**config.mk**
```make
export PLATFORM = sky130hd
export DESIGN_NAME = muldiv_ctrl
export DESIGN_NICKNAME = d
export VERILOG_FILES = /design/src/rtl/mips_pkg.sv /design/src/rtl/muldiv_iter.sv /design/src/rtl/muldiv_ctrl.sv
export SDC_FILE = /design/constraint.sdc
export NUM_CORES = 1
export LEC_CHECK = 0
export ABC_AREA = 1
export CAP_MARGIN = 10
export CORE_ASPECT_RATIO = 0.8
export CORE_UTILIZATION = 50
export DETAILED_ROUTE_END_ITERATION = 16
export GPL_ROUTABILITY_DRIVEN = 0
export PLACE_DENSITY = 0.78
export SYNTH_ARGS = -nofsm -noshare
export SYNTH_HDL_FRONTEND = slang
export SYNTH_SLANG_ARGS = --single-unit
```
**constraint.sdc**
```tcl
create_clock -name clk -period 4.25 [get_ports clk]
set_input_delay 0.85 -clock clk [delete_from_list [all_inputs] [get_ports clk]]
set_output_delay 0.85 -clock clk [all_outputs]
set_load 0.005 [all_outputs]
```
**src/rtl/mips_pkg.sv**
```systemverilog
// Shared MIPS pipeline definitions: opcode/ALU constants, muldiv funct codes,
// muldiv FSM state encoding and small funct-decode helpers.
package mips_pkg;

    localparam logic [5:0] OP_RTYPE = 6'b000000;
    localparam logic [5:0] OP_ADDIU = 6'b001001;
    localparam logic [5:0] OP_LW    = 6'b100011;
    localparam logic [5:0] OP_SW    = 6'b101011;

    localparam logic [5:0] FN_MFHI  = 6'b010000;
    localparam logic [5:0] FN_MTHI  = 6'b010001;
    localparam logic [5:0] FN_MFLO  = 6'b010010;
    localparam logic [5:0] FN_MTLO  = 6'b010011;
    localparam logic [5:0] FN_MULT  = 6'b011000;
    localparam logic [5:0] FN_MULTU = 6'b011001;
    localparam logic [5:0] FN_DIV   = 6'b011010;
    localparam logic [5:0] FN_DIVU  = 6'b011011;

    typedef enum logic [3:0] {
        ALU_ADD = 4'd0,
        ALU_SUB = 4'd1,
        ALU_AND = 4'd2,
        ALU_OR  = 4'd3,
        ALU_XOR = 4'd4,
        ALU_SLT = 4'd5,
        ALU_SLL = 4'd6,
        ALU_SRL = 4'd7
    } alu_op_t;

    typedef enum logic [1:0] {
        MD_IDLE = 2'd0,
        MD_RUN  = 2'd1,
        MD_FIX  = 2'd2
    } md_state_t;

    // mult/multu/div/divu share funct[5:2] = 0110
    function automatic logic is_muldiv_fn(input logic [5:0] fn);
        return (fn[5:2] == 4'b0110);
    endfunction

    // mfhi/mthi/mflo/mtlo share funct[5:2] = 0100
    function automatic logic is_hilo_fn(input logic [5:0] fn);
        return (fn[5:2] == 4'b0100);
    endfunction

endpackage

```
**src/rtl/muldiv_iter.sv**
```systemverilog
// Radix-2 datapath for the muldiv unit: shift-add multiply (left-shifting
// multiplicand) and restoring divide, plus combinational sign-corrected results.
module muldiv_iter #(
    parameter int W = 32
) (
    input  logic         clk,
    input  logic         rst,
    input  logic         load,
    input  logic         step,
    input  logic         is_div,
    input  logic [W-1:0] a_mag,
    input  logic [W-1:0] b_mag,
    input  logic         neg_lo,
    input  logic         neg_hi,
    input  logic         div_zero,
    output logic         mplier_last,
    output logic [W-1:0] res_hi,
    output logic [W-1:0] res_lo
);

    // acc_r: product (mult) or partial remainder in low W bits (div)
    // mc_r : shifted multiplicand (mult) or divisor in low W bits (div)
    // sh_r : remaining multiplier (mult) or dividend-in/quotient-out (div)
    logic [2*W-1:0] acc_r, acc_nx_s;
    logic [2*W-1:0] mc_r, mc_nx_s;
    logic [W-1:0]   sh_r, sh_nx_s;
    logic [W:0]     rem_sh_s;
    logic [W+1:0]   diff_s;
    logic [2*W-1:0] prod_s;

    // Next-state for load and one iteration step
    always_comb begin
        acc_nx_s = acc_r;
        mc_nx_s  = mc_r;
        sh_nx_s  = sh_r;
        rem_sh_s = {acc_r[W-1:0], sh_r[W-1]};
        diff_s   = {1'b0, rem_sh_s} - {2'b00, mc_r[W-1:0]};
        if (load) begin
            acc_nx_s = {(2*W){1'b0}};
            mc_nx_s  = {{W{1'b0}}, (is_div ? b_mag : a_mag)};
            sh_nx_s  = is_div ? a_mag : b_mag;
        end else if (step) begin
            if (is_div) begin
                // borrow means the trial subtraction failed: restore
                if (diff_s[W+1]) begin
                    acc_nx_s = {{W{1'b0}}, rem_sh_s[W-1:0]};
                    sh_nx_s  = {sh_r[W-2:0], 1'b0};
                end else begin
                    acc_nx_s = {{W{1'b0}}, diff_s[W-1:0]};
                    sh_nx_s  = {sh_r[W-2:0], 1'b1};
                end
            end else begin
                acc_nx_s = sh_r[0] ? (acc_r + mc_r) : acc_r;
                mc_nx_s  = {mc_r[2*W-2:0], 1'b0};
                sh_nx_s  = {1'b0, sh_r[W-1:1]};
            end
        end else begin
            acc_nx_s = acc_r;
        end
    end

    // Datapath registers
    always_ff @(posedge clk or negedge rst) begin
        if (!rst) begin
            acc_r <= {(2*W){1'b0}};
            mc_r  <= {(2*W){1'b0}};
            sh_r  <= {W{1'b0}};
        end else begin
            acc_r <= acc_nx_s;
            mc_r  <= mc_nx_s;
            sh_r  <= sh_nx_s;
        end
    end

    assign mplier_last = (sh_r[W-1:1] == {(W-1){1'b0}});

    // Sign correction; divide by zero forces an all-ones quotient
    always_comb begin
        prod_s = neg_lo ? ({(2*W){1'b0}} - acc_r) : acc_r;
        if (is_div) begin
            res_lo = div_zero ? {W{1'b1}} : (neg_lo ? ({W{1'b0}} - sh_r) : sh_r);
            res_hi = neg_hi ? ({W{1'b0}} - acc_r[W-1:0]) : acc_r[W-1:0];
        end else begin
            res_hi = prod_s[2*W-1:W];
            res_lo = prod_s[W-1:0];
        end
    end

endmodule

```
**src/rtl/muldiv_ctrl.sv**
```systemverilog
// Iterative multiply/divide controller and HI/LO owner beside the EX-stage ALU.
// Optional feature: define MULDIV_EARLY_OUT_EN for multiply early termination.
module muldiv_ctrl
    import mips_pkg::*;
#(
    parameter int W     = 32,
    parameter int CNT_W = 6
) (
    input  logic         clk,
    input  logic         rst,
    input  logic         issue,
    input  logic [5:0]   func,
    input  logic [W-1:0] rs_data,
    input  logic [W-1:0] rt_data,
    output logic         stall,
    output logic         busy,
    output logic         done,
    output logic [W-1:0] hi,
    output logic [W-1:0] lo,
    output logic [W-1:0] mf_data
);

    md_state_t      state_r, next_s;
    logic [CNT_W-1:0] cnt_r;
    logic           busy_r, done_r;
    logic [W-1:0]   hi_r, lo_r;
    logic           is_div_r, neg_lo_r, neg_hi_r, dz_r;
    logic           is_md_s, is_hl_s, accept_s, signed_op_s, rs_neg_s, rt_neg_s;
    logic           load_s, step_s, wr_res_s, early_s, iter_div_s, mplier_last_s;
    logic [W-1:0]   a_mag_s, b_mag_s, res_hi_s, res_lo_s;

    function automatic logic [W-1:0] mag_f(input logic [W-1:0] v, input logic neg);
        return neg ? ({W{1'b0}} - v) : v;
    endfunction

    assign is_md_s     = is_muldiv_fn(func);
    assign is_hl_s     = is_hilo_fn(func);
    assign stall       = issue & (is_md_s | is_hl_s) & busy_r;
    assign accept_s    = issue & is_md_s & ~busy_r & (state_r == MD_IDLE);
    assign signed_op_s = ~func[0];
    assign rs_neg_s    = signed_op_s & rs_data[W-1];
    assign rt_neg_s    = signed_op_s & rt_data[W-1];
    assign a_mag_s     = mag_f(rs_data, rs_neg_s);
    assign b_mag_s     = mag_f(rt_data, rt_neg_s);
    assign iter_div_s  = accept_s ? func[1] : is_div_r;

`ifdef MULDIV_EARLY_OUT_EN
    assign early_s = ~is_div_r & mplier_last_s;
`else
    logic mplier_unused_s;
    assign mplier_unused_s = mplier_last_s;
    assign early_s         = 1'b0;
`endif

    muldiv_iter #(.W(W)) u_iter (
        .clk         (clk),
        .rst         (rst),
        .load        (load_s),
        .step        (step_s),
        .is_div      (iter_div_s),
        .a_mag       (a_mag_s),
        .b_mag       (b_mag_s),
        .neg_lo      (neg_lo_r),
        .neg_hi      (neg_hi_r),
        .div_zero    (dz_r),
        .mplier_last (mplier_last_s),
        .res_hi      (res_hi_s),
        .res_lo      (res_lo_s)
    );

    // FSM next state and datapath controls
    always_comb begin
        next_s   = state_r;
        load_s   = 1'b0;
        step_s   = 1'b0;
        wr_res_s = 1'b0;
        case (state_r)
            MD_IDLE: begin
                if (accept_s) begin
                    next_s = MD_RUN;
                    load_s = 1'b1;
                end else begin
                    next_s = MD_IDLE;
                end
            end
            MD_RUN: begin
                step_s = 1'b1;
                if ((cnt_r == CNT_W'(W-1)) || early_s) begin
                    next_s = MD_FIX;
                end else begin
                    next_s = MD_RUN;
                end
            end
            MD_FIX: begin
                wr_res_s = 1'b1;
                next_s   = MD_IDLE;
            end
            default: begin
                next_s = MD_IDLE;
            end
        endcase
    end

    // State, counter, status flags and latched operand signs
    always_ff @(posedge clk or negedge rst) begin
        if (!rst) begin
            state_r  <= MD_IDLE;
            cnt_r    <= {CNT_W{1'b0}};
            busy_r   <= 1'b0;
            done_r   <= 1'b0;
            is_div_r <= 1'b0;
            neg_lo_r <= 1'b0;
            neg_hi_r <= 1'b0;
            dz_r     <= 1'b0;
        end else begin
            state_r <= next_s;
            busy_r  <= (next_s != MD_IDLE);
            done_r  <= wr_res_s;
            if (load_s || wr_res_s) begin
                cnt_r <= {CNT_W{1'b0}};
            end else if (step_s) begin
                cnt_r <= cnt_r + CNT_W'(1);
            end else begin
                cnt_r <= cnt_r;
            end
            if (load_s) begin
                is_div_r <= func[1];
                neg_lo_r <= rs_neg_s ^ rt_neg_s;
                neg_hi_r <= rs_neg_s;
                dz_r     <= (rt_data == {W{1'b0}});
            end
        end
    end

    // HI/LO: muldiv result at end of FIX, mthi/mtlo only while idle
    always_ff @(posedge clk or negedge rst) begin
        if (!rst) begin
            hi_r <= {W{1'b0}};
            lo_r <= {W{1'b0}};
        end else if (wr_res_s) begin
            hi_r <= res_hi_s;
            lo_r <= res_lo_s;
        end else if (issue && !busy_r && (func == FN_MTHI)) begin
            hi_r <= rs_data;
        end else if (issue && !busy_r && (func == FN_MTLO)) begin
            lo_r <= rs_data;
        end
    end

    // mfhi/mflo read mux
    always_comb begin
        if (func == FN_MFHI) begin
            mf_data = hi_r;
        end else if (func == FN_MFLO) begin
            mf_data = lo_r;
        end else begin
            mf_data = {W{1'b0}};
        end
    end

    assign busy = busy_r;
    assign done = done_r;
    assign hi   = hi_r;
    assign lo   = lo_r;

endmodule
```
==> results by group <==
Finish
  • Most frequent cells in the layout: 1495 x nand2_1, 731 x inv_1, 494 x nor2_1
  • Layout area overhead: 12.24%
  • NumNets Final: 4904
  • Fill cells: 5272
  • Commonest non-fill, non-tap cell in the layout: nand2_1
  • Fin area: 29510 µm²
  • Register area: 5959 µm²
  • Multi-input gate area: 16850 µm²
  • Ratio of cells with drive above 1 in the final layout: 2.801%

Floorplanning
  • Ports: 172
  • Die area: 53520 µm²
  • Row cnt: 74
  • Die Y: 207.1 µm
  • Initial core utilization: 51.08%
  • Total core area: 51480 µm²
  • Die W: 258.4 µm

STA
  • Sum Neg Setup Slack: 0 ps
  • Hold WS: 322.1 ps
  • Max-slew headroom: 32.71%
  • Pins Over Slew Limit: 0
  • Period minus WS final: 3775 ps
  • Worst slew pin tran: 1008 ps
  • Fmax: 264.9 MHz
  • Layout Skew: 21.83 ps
  • RSZ-0062 raised after global routing: no
  • Final setup fails: 0
  • Hold Fails Final Rpt: 0
  • Part of the cycle the worst path needs: 88.82%

Global route
  • Gr usage total: 39.09%
  • Largest net degree at the start of global routing: 135
  • GR Overflow Total: 0
  • First-pass GRT wire length: 164.1 mm
  • Initial antenna violation count: 0
  • Vias in the first global route: 28510

Synthesis
  • Synth Register Bits: 238
  • Post-synth net total: 4814
  • Mean area per synthesized cell: 5.668 µm²
  • Number of synthesized flops with an enable pin: 0
  • Ys async rst share: 100.0%
  • Synthesized area: 26290 µm²
  • Sequential element share of the synthesized area: 22.65%
  • Cells after Synth: 4639
  • Post-synthesis cell type count: 49
  • Main synth FF type: dfrtp_1
  • Synth warnings: 0

Flow run
  • Max-cap violations: 0

Status
  • Outcome: completed

Drt
  • DR pass1 iterations: 7
  • Drt drc: 0
  • Total Routed Length: 107.3 mm
  • Top layer in use: met4
  • DRT met1 WL: 43.28 mm
  • Vias per cell: 5.874
  • Vias: 31910
  • DRT antenna net count: 0
  • Initial DRC count: 4986
  • DR WL met2: 41.01 mm
  • Routed wl met3: 17.93 mm
  • Wirelength per Cell: 19.75 µm

Worst setup path
  • Required time of the critical path: 3400 ps
  • Crit Path Max Fanout: 29
  • Setup crit start kind: input pin
  • Critical setup path kind: in2out
  • Critical Path AT: 2920 ps
  • Setup crit end kind: primary output

Clocking
  • Root buf cell: clkbuf_16
  • CTS buffer count: 26
  • CTS tree: yes
  • Clk slew on worst S/H paths: 60 ps
  • Clock Path Buffers: 3
  • H-tree Lvls: 1
  • # hold bufs at CTS: 0
  • Resize count post-CTS: 0
  • Latest clock arrival within the worst-skew pair: 580 ps
  • Post-CTS Repair Setup Buffers: 0
  • Clk sink count: 238

Power and ir drop
  • Pint: 3.798 mW
  • Sw frac: 26.03%
  • P per Cell Area: 174.0 nW/µm²
  • Worst vdd ir: 0.2825 mV
  • Switching pwr: 1.337 mW
  • Clk pwr share: 47.7%
  • P_leak: 15.43 nW
  • Seq pwr share: 44.2%
  • Combinational Power Share: 8.1%

Worst hold path
  • Min-Delay Path Class: in2async

Placement
  • Placed cell area: 28620 µm²
  • Port Buffers: 171
  • Post-DP HPWL: 85.53 mm
==> area by class of cell <==
cell class                 count  area share (%)
antenna                        1        0.008479
clock buffer                  32           2.455
tap                          684           2.900
inverter                     744           9.475
clock inverter                15          0.5766
multi-input combinational   3498           57.09
sequential                   238           20.19
timing repair buffer         221           7.300
==> sequential cells by signal, indices dropped and copies added, names as in the netlist <==
signal	flops
is_div_r	1
cnt_r	6
dz_r	1
u_iter.sh_r	32
u_iter.mc_r	64
done	1
lo	32
state_r	2
hi	32
u_iter.acc_r	64
neg_hi_r	1
busy	1
neg_lo_r	1
==> critical path: stages <==
cell             delay, ps
clkdlybuf4s50_1        470
nand2_2                 90
nor3_2                 390
nand2_1                110
buf_4                  250
o22ai_1                200
clkdlybuf4s50_1        540
==> metal layers <==
layer / global-route usage [%] / vias up
met1: 55.55 / 14330
met5: 0 / -
met2: 52.77 / 2189
met4: 15.89 / 0
li1: - / 15080
met3: 14.12 / 310
==> power groups by stage <==
stage | Combinational, mW | Sequential [mW] | Clock (mW)
2_1_floorplan | 0.163 | 2.31 | 0
3_3_place_gp | 0.398 | 2.31 | 0
4_1_cts | 0.401 | 2.27 | 2.45
5_1_grt | 0.446 | 2.27 | 2.53
6_report | 0.418 | 2.27 | 2.45
3_5_place_dp | 0.399 | 2.31 | 0
==> synthesized netlist by cell type (all sizes together) (23+ instances only) <==
cell,instances,area [µm²]
nand3,460,2302
nor3,51,275.3
clkbuf,87,326.6
nand2,1504,5683
o21ai,194,974.7
ha,100,1251
nand4,61,381.6
buf,72,391.6
xor2,63,551.8
o211ai,53,397.9
nor2,502,1897
inv,737,2766
dfrtp,238,5956
o22ai,113,706.9
a221oi,23,201.4
a21oi,253,1266
==> logic make-up after synthesis <==
logic type	share of synthesized area (%)
and+or+nand+nor	40.99
buffers and inverters	13.36
AOI/OAI and AO/OA	15.36
DFF	22.65
adders and majority gates	4.911
xor gates and xnor gates	2.731
==> stage by stage <==
stage / total power, mW / std cells / utilization (%) / setup slack [ps]
2_1_floorplan: 2.474 / 4639 / - / 1404
3_3_place_gp: 2.709 / 5385 / 55.59 / 662.3
6_report: 5.134 / 5433 / 57.33 / 475.1
4_1_cts: 5.121 / 5432 / 57.33 / 552.5
5_1_grt: 5.239 / 5432 / 57.33 / 344.3
3_5_place_dp: 2.709 / 5385 / 55.59 / 602.0
==> path summary, 6_finish.rpt <==
kind,startpoint,to,slack (ps),cells past startpoint
setup reg to reg,u_iter.acc_r[15],u_iter.acc_r[16],1020,13
hold reg to reg,cnt_r[5],state_r[1],500,1
hold / removal,rst,neg_lo_r,320,1
min in group clk,cnt_r[5],state_r[1],500,1
max in group asynchronous,rst,u_iter.acc_r[11],3060,2
setup / recovery,func[4],mf_data[22],480,7
Note: power is estimated with default switching activity, not from simulation.
